File: config.mk
export PLATFORM = sky130hd
export DESIGN_NAME = inst_prefetch_arbiter
export DESIGN_NICKNAME = d
export VERILOG_FILES = /design/src/rtl/inst_prefetch_arbiter.sv
export SDC_FILE = /design/constraint.sdc
export NUM_CORES = 2
export LEC_CHECK = 0
export ABC_AREA = 1
export CAP_MARGIN = 30
export CELL_PAD_IN_SITES_DETAIL_PLACEMENT = 0
export CELL_PAD_IN_SITES_GLOBAL_PLACEMENT = 1
export CORE_ASPECT_RATIO = 1.75
export CORE_MARGIN = 5
export CORE_UTILIZATION = 35
export DETAILED_ROUTE_END_ITERATION = 8
export DONT_BUFFER_PORTS = 1
export PLACE_DENSITY_LB_ADDON = 0.1
export SETUP_SLACK_MARGIN = 0.15
export SYNTH_ARGS = -nofsm -noshare
export SYNTH_HDL_FRONTEND = slang
export SYNTH_SLANG_ARGS = --single-unit
File: constraint.sdc
create_clock -name clk -period 2.5 [get_ports clk]
set_input_delay 0.125 -clock clk [delete_from_list [all_inputs] [get_ports clk]]
set_output_delay 0.125 -clock clk [all_outputs]
set_load 0.01 [all_outputs]
File: src/rtl/inst_prefetch_arbiter.sv
// Instruction-side memory read port arbiter.
// Demand fills share the port with a single-entry next-line prefetcher.
module inst_prefetch_arbiter #(
  parameter int ADDR_W     = 32,
  parameter int LINE_W     = 256,
  parameter int LINE_BYTES = 32
) (
  input  logic              clk,
  input  logic              rst,
  input  logic              pf_en,
  input  logic              flush,
  input  logic              dmd_req,
  input  logic [ADDR_W-1:0] dmd_addr,
  output logic              dmd_resp,
  output logic [LINE_W-1:0] dmd_rdata,
  output logic              mem_read,
  output logic [ADDR_W-1:0] mem_addr,
  input  logic [LINE_W-1:0] mem_rdata,
  input  logic              mem_resp,
  output logic [31:0]       pf_hits
);

  localparam logic [ADDR_W-1:0] STRIDE = ADDR_W'(LINE_BYTES);
  localparam logic [ADDR_W-1:0] ALIGN  = ~(STRIDE - ADDR_W'(1));

  typedef enum logic [1:0] {
    IDLE,
    DMD_RD,
    PF_RD,
    RESP
  } state_t;

  state_t state, state_d;

  logic              buf_valid, buf_valid_d;
  logic [ADDR_W-1:0] buf_addr, buf_addr_d;
  logic [LINE_W-1:0] buf_data, buf_data_d;
  logic              pf_pending, pf_pending_d;
  logic [ADDR_W-1:0] pf_addr, pf_addr_d;
  logic              pf_drop, pf_drop_d;
  logic              mem_read_d;
  logic [ADDR_W-1:0] mem_addr_d;
  logic [LINE_W-1:0] dmd_rdata_d;
  logic [31:0]       pf_hits_d;

  logic [ADDR_W-1:0] dmd_line;
  logic [ADDR_W-1:0] dmd_next;
  logic [ADDR_W-1:0] fill_next;
  logic              hit;

  assign dmd_line  = dmd_addr & ALIGN;
  assign dmd_next  = (dmd_line + STRIDE) & ALIGN;
  assign fill_next = (mem_addr + STRIDE) & ALIGN;

  // A same-cycle flush makes the buffer look empty to the demand.
  assign hit = dmd_req && buf_valid && !flush
            && (buf_addr == dmd_line);

  assign dmd_resp = (state == RESP);

  always_comb begin
    state_d      = state;
    buf_valid_d  = buf_valid;
    buf_addr_d   = buf_addr;
    buf_data_d   = buf_data;
    pf_pending_d = pf_pending;
    pf_addr_d    = pf_addr;
    pf_drop_d    = pf_drop;
    mem_read_d   = mem_read;
    mem_addr_d   = mem_addr;
    dmd_rdata_d  = dmd_rdata;
    pf_hits_d    = pf_hits;

    unique case (state)
      IDLE: begin
        if (flush) begin
          buf_valid_d  = 1'b0;
          pf_pending_d = 1'b0;
        end
        if (hit) begin
          dmd_rdata_d = buf_data;
          buf_valid_d = 1'b0;
          if (pf_hits != '1) begin
            pf_hits_d = pf_hits + 32'd1;
          end
          if (pf_en) begin
            pf_pending_d = 1'b1;
            pf_addr_d    = dmd_next;
          end
          state_d = RESP;
        end else if (dmd_req) begin
          mem_read_d = 1'b1;
          mem_addr_d = dmd_line;
          state_d    = DMD_RD;
        end else if (pf_pending && pf_en && !flush) begin
          mem_read_d = 1'b1;
          mem_addr_d = pf_addr;
          state_d    = PF_RD;
        end
      end

      DMD_RD: begin
        if (mem_resp) begin
          mem_read_d  = 1'b0;
          dmd_rdata_d = mem_rdata;
          state_d     = RESP;
          if (pf_en && (!buf_valid || buf_addr != fill_next)) begin
            pf_pending_d = 1'b1;
            pf_addr_d    = fill_next;
          end
        end
        if (flush) begin
          buf_valid_d  = 1'b0;
          pf_pending_d = 1'b0;
        end
      end

      PF_RD: begin
        if (flush) begin
          pf_drop_d   = 1'b1;
          buf_valid_d = 1'b0;
        end
        // In-flight prefetch always completes; flush only discards its data.
        if (mem_resp) begin
          mem_read_d = 1'b0;
          if (!pf_drop && !flush) begin
            buf_data_d  = mem_rdata;
            buf_addr_d  = pf_addr;
            buf_valid_d = 1'b1;
          end
          pf_pending_d = 1'b0;
          pf_drop_d    = 1'b0;
          state_d      = IDLE;
        end
      end

      RESP: begin
        if (flush) begin
          buf_valid_d  = 1'b0;
          pf_pending_d = 1'b0;
        end
        state_d = IDLE;
      end

      default: state_d = IDLE;
    endcase
  end

  always_ff @(posedge clk) begin
    if (rst) begin
      state      <= IDLE;
      buf_valid  <= 1'b0;
      buf_addr   <= '0;
      buf_data   <= '0;
      pf_pending <= 1'b0;
      pf_addr    <= '0;
      pf_drop    <= 1'b0;
      mem_read   <= 1'b0;
      mem_addr   <= '0;
      dmd_rdata  <= '0;
      pf_hits    <= '0;
    end else begin
      state      <= state_d;
      buf_valid  <= buf_valid_d;
      buf_addr   <= buf_addr_d;
      buf_data   <= buf_data_d;
      pf_pending <= pf_pending_d;
      pf_addr    <= pf_addr_d;
      pf_drop    <= pf_drop_d;
      mem_read   <= mem_read_d;
      mem_addr   <= mem_addr_d;
      dmd_rdata  <= dmd_rdata_d;
      pf_hits    <= pf_hits_d;
    end
  end

endmodule

After elaboration in Yosys (flattened, before gate mapping)
Cells that the tools add are included.
- input bits: 294
- output and inout port bits: 322
- register bits: 646
- logic and storage cells: 94
- bitwise logic cells: 1
- multiplexer cells: 35
- $add $sub $neg: 3
- reduce and logical (&&, ||, !) cells: 27
- equality and inequality tests: 17
- operators with widths (operator ; count):
    2-to-1 mux 256 bit ; 2
    one-hot mux 256 bit (2 select lines) ; 1
    2-to-1 mux 32 bit ; 6
    adder 32 x 6 -> 32 bit (second input constant) ; 2
    one-hot mux 32 bit (2 select lines) ; 1
    adder 32 x 1 -> 32 bit (second input constant) ; 1
    == test 32 bit ; 1
    inequality test 32 bit ; 1
    inequality test 32 bit (second input constant) ; 1
    AND reduction 3 bit ; 6
    2-to-1 mux 1 bit ; 16
    inequality test 2 bit (second input constant) ; 6
    2-to-1 mux 2 bit ; 5
    inequality test 3 bit (second input constant) ; 3
    one-hot mux 2 bit (4 select lines) ; 1
    nonzero test 2 bit ; 4
    logical AND 1 bit ; 7
    AND reduction 5 bit ; 1
    == test 2 bit (second input constant) ; 2
    inequality test 4 bit (second input constant) ; 1
    one-hot mux 1 bit (4 select lines) ; 1
    AND reduction 4 bit ; 1
    OR reduction 2 bit ; 2
    logical NOT 1 bit ; 3
    other kinds (8) ; 8

Longest topological paths before layout
- depth in word-level cells: 8
- mapped depth: 21
- gate-level depth less buffers: 20

Least setup slack after synthesis
No wires, ideal clock.
- path kind: register to register
- start: reg mem_addr[5]
- end: reg pf_addr[10]
- period minus slack after synthesis: 2.339 ns
- setup time: 0.115 ns
- data arrival time: 2.224 ns
- cell stages (with the launch flop): 20
- required time: 2.385 ns
- slack: 0.161 ns
- path buffers: 1
- path through: dfxtp_1 -> ha_1 -> nand3_2 -> inv_2 -> nand2_1 -> nor2_2 -> nand2_1 -> clkinv_1 -> nand2_1 -> nand2_1 -> nand2_1 -> nand2_1 -> nand3_1 -> nor2_1 -> nand3_1 -> nand2_1 -> nand2_2 -> buf_2 -> a21oi_1 -> nor2_1
- word-level cells in the longest chain between the ends: 6
- elaborated cells between the ends (all ways): 9
- those cells by class: add/sub (1); eq/ne (2); mux (3); reduce/logical (3)
- ends and longest elaborated chain (element ; RTL line ; text):
    start, declared ; 17 ; output logic [ADDR_W-1:0] mem_addr,
    start signal, assigned ; 171 ; mem_addr <= mem_addr_d;
    adder 32 x 6 -> 32 bit * ; 53 ; assign fill_next = (mem_addr + STRIDE) & ALIGN;
    inequality test 32 bit ; 107 ; if (pf_en && (!buf_valid || buf_addr != fill_next)) begin
    logical OR 1 bit ; 107 ;
    logical AND 1 bit ; 107 ;
    inequality test 2 bit (no line) ; -- ;
    AND reduction 5 bit (no line) ; -- ;
    end signal, assigned ; 168 ; pf_addr <= pf_addr_d;
    end, declared ; 39 ; logic [ADDR_W-1:0] pf_addr, pf_addr_d;
Every way passes the cells marked *; elsewhere a longest branch is shown, timed or not. The select of a mux whose other input is x is not followed.
A chain may end at the register's enable or synchronous reset.

Final worst setup path
- start: reg mem_addr[5]
- end: reg pf_addr[15]
Same word-level chain as after synthesis.

==> flow_summary.ini <==
[run_status]
outcome = finished with violations
violations = hold timing, setup timing

[setup_path]
slowest_delay_ns = 0.36
crit_arrival_ns = 3.16
criticalPathCategory = reg -> reg
endpoint_kind = flip-flop
path_max_fanout = 12
cp_num_buf_inv = 2
critPathRequiredTime_ns = 3.08
crit_path_cell_trace = ha_4 -> buf_4 -> nand2_1 -> nand2_1 -> nand2_1 -> nand2_2 -> nor2_2 -> nand3_1 -> nor2_2 -> nand2_1 -> nor2_2 -> nand2_2 -> nor2_2 -> nand3_2 -> nand2_4 -> nand2_8 -> buf_12 -> nand3b_1 -> nand2_1 -> nor2_1
cp_top_family = simple AND/OR/NAND/NOR gates
critical-path-slowest-cell = dfxtp_4
path_common_cell = nand2_1
reg2reg_slack_ns = -0.08
start_kind = flip-flop

[synth]
synth_top_area_share_pct = 46.4
syn_inst = 3867
avgSynthCellArea_sq_um = 7.05
synth_ff_type = dfxtp_1
ys_seq_elements = 631
synth_edf_count = 0
syn-cell-area_sq_um = 27300
yosys.area.top_type = dfxtp_1
synth_area_leaders = dfxtp_1 46%, nand2_1 12%, o21ai_0 11%
synth_async_sr_flop_share_pct = 0
ys_seq_area_share_pct = 46.4
synth_cell_types = 40
yosys_warnings = 0

[routing]
drtPass1Iterations = 6
vias = 29123
drc = 0
vias_per_cell = 5.37
drt_iter0_drc = 2080
drt_wl_total_um = 122000
wire_per_inst_um = 22.5
antenna_left = 0

[run]
cap_violations = 0

[cells_and_area]
drive_above_1_share_pct = 19.0
nNetsFinal = 4642
fin_util_pct = 51.7
fillerInstances = 7502
area_delta_synth_final_pct = 46.7
finalInstanceArea_sq_um = 40000
instances_no_fill = 5428

[global_route]
grt_pass1_wl_um = 175000
grt_antenna_before_repair = 16
grt-ovfl-total = 0
grt_use_total_pct = 26.3
grt_max_degree = 120
grt_pass1_vias = 28083

[die]
core_area_sq_um = 77400
dieHeight_um = 379
ios = 616
floorplan.initialDensity_pct = 35.2
row_count = 135
die_w_um = 221
die-area_sq_um = 83800

[clocking]
cts_max_level = 2
cts_tree = built
numCtsBuffers = 60
cts_root_buffer = clkbuf_16
clk_latency_ns = 0.66
path_clk_slew_ns = 0.07
hold_buffers = 304
clock_sinks = 631
cts.path.max_buffers = 3

[timing]
rsz0062_at_grt = true
setup_viol = 41
setup_tns_ns = -1.41
drv_slew = 0
slew_headroom_pct = 59.9
finalCriticalPeriod_ns = 2.58
clock_skew_ns = 0.0268
finalWorstSetupSlack_ns = -0.0820
tightest_slew_ns = 0.602
finalCritPeriodShare_pct = 103
fmax_ghz = 0.387
whs_ns = -0.264
hold_viol = 1

[power]
p_leak_nw = 14.8
ir_drop_v = 0.000752
pwr_density_cell_nw_per_um2 = 1150
power.total_mw = 45.9

[place]
gp_congestion = 0.942
port_buffers = 0
place_hpwl_um = 77300
dp_cells = 4855
placed_cell_area_sq_um = 29800

[min_path]
hold_path.class = in -> reg
==> cell families (layout without fill, tap and decap cells) <==
group | count (synthesis) | after routing | share of synthesized area [%]
compound gates | 1014 | 1014 | 19.9
xor+xnor | 58 | 58 | 1.86
fa+ha+maj | 8 | 8 | 0.367
buf+inv | 430 | 945 | 6.26
flops | 631 | 631 | 46.4
other cells | 1 | 19 | 0.0138
simple gates | 1725 | 1726 | 25.3
==> cells in the mapped netlist (all sizes together), types with 8 or more instances <==
cell type  number
nand2         894
nor2          642
o21ai         636
dfxtp         631
a31oi         260
clkbuf        237
inv           138
a21oi         112
nand3          99
buf            51
xor2           33
nor3           31
nand4          27
xnor2          25
nand3b         13
nor4           12
ha              8
==> per-layer routing <==
| metal | up-vias | global-route usage (%) | part of all wire [%] |
|---|---|---|---|
| met5 | - | 0 | 0.021 |
| met4 | 4 | 9.96 | 4.4 |
| met3 | 268 | 8.06 | 8.3 |
| met2 | 1099 | 46.9 | 50 |
| met1 | 13933 | 29.5 | 37 |
| li1 | 13819 | - | - |
==> area by class of cell <==
| class | instances | area (sq um) | area share, % |
|---|---|---|---|
| Tap cell | 1027 | 1280 | 3.22 |
| Timing Repair Buffer | 693 | 8310 | 20.8 |
| Antenna cell | 14 | 35.0 | 0.0877 |
| Inverter | 142 | 591 | 1.48 |
| Multi-Input combinational cell | 2811 | 15100 | 37.7 |
| Sequential cell | 631 | 12700 | 31.7 |
| Clock buffer | 85 | 1750 | 4.37 |
| Clock inverter | 24 | 243 | 0.607 |
| Timing Repair inverter | 1 | 30.0 | 0.0751 |
==> layout by cell type (no fill, tap or decap), types with 85 or more instances in the layout <==
master	count
dfxtp_1	619
dlygate4sd3_1	302
clkbuf_16	89
a31oi_1	200
o21ai_2	107
nand3_1	85
o21ai_0	451
inv_1	133
nor2_1	613
buf_4	202
nand2_1	839
a21oi_1	88
==> through the flow <==
step | worst slack, ns | hold slack (ns)
2_1_floorplan | 0.161 | 0.270
3_3_place_gp | -0.335 | 0.210
3_5_place_dp | -0.284 | 0.212
4_1_cts | -0.0480 | -0.300
5_1_grt | -0.257 | -0.242
6_report | -0.0820 | -0.264
==> sequential cells by signal (all words and copies together) (netlist names) <==
signal and count:
buf_data 256, dmd_rdata 256, pf_hits 32, buf_addr 27
mem_addr 27, pf_addr 27, state 2, buf_valid 1
mem_read 1, pf_drop 1, pf_pending 1
==> worst min-delay path, stage by stage <==
cell and delay, ns:
nand3_2 0.07, a21oi_1 0.06, nor2_1 0.08
==> worst paths after layout <==
check | from | to | cells after the start
max reg2reg | mem_addr[5]$_SDFFE_PP0P_ | pf_addr[15]$_SDFFE_PP0P_ | 20
max | mem_addr[5]$_SDFFE_PP0P_ | pf_addr[15]$_SDFFE_PP0P_ | 20
min reg2reg | buf_data[26]$_SDFFE_PP0P_ | dmd_rdata[26]$_SDFFE_PP0P_ | 2
min | pf_en | pf_pending$_SDFFE_PP0P_ | 3
==> power by group <==
part / switching (mW) / internal (mW)
Clock: 4.22 / 5.18
Sequential: 3.41 / 12.6
Combinational: 10.5 / 10.0
==> repair_timing <==
| item | 4_1_cts | 5_1_grt |
|---|---|---|
| resized for setup | 275 | 405 |
| gates cloned | 33 | 31 |
| pin swaps | 34 | 61 |
| setup buffers | 51 | 31 |
| hold endpoints to repair | 604 | 1 |
| setup endpoints to repair | 339 | 333 |
No activity file was read; power rests on OpenSTA's default activity.
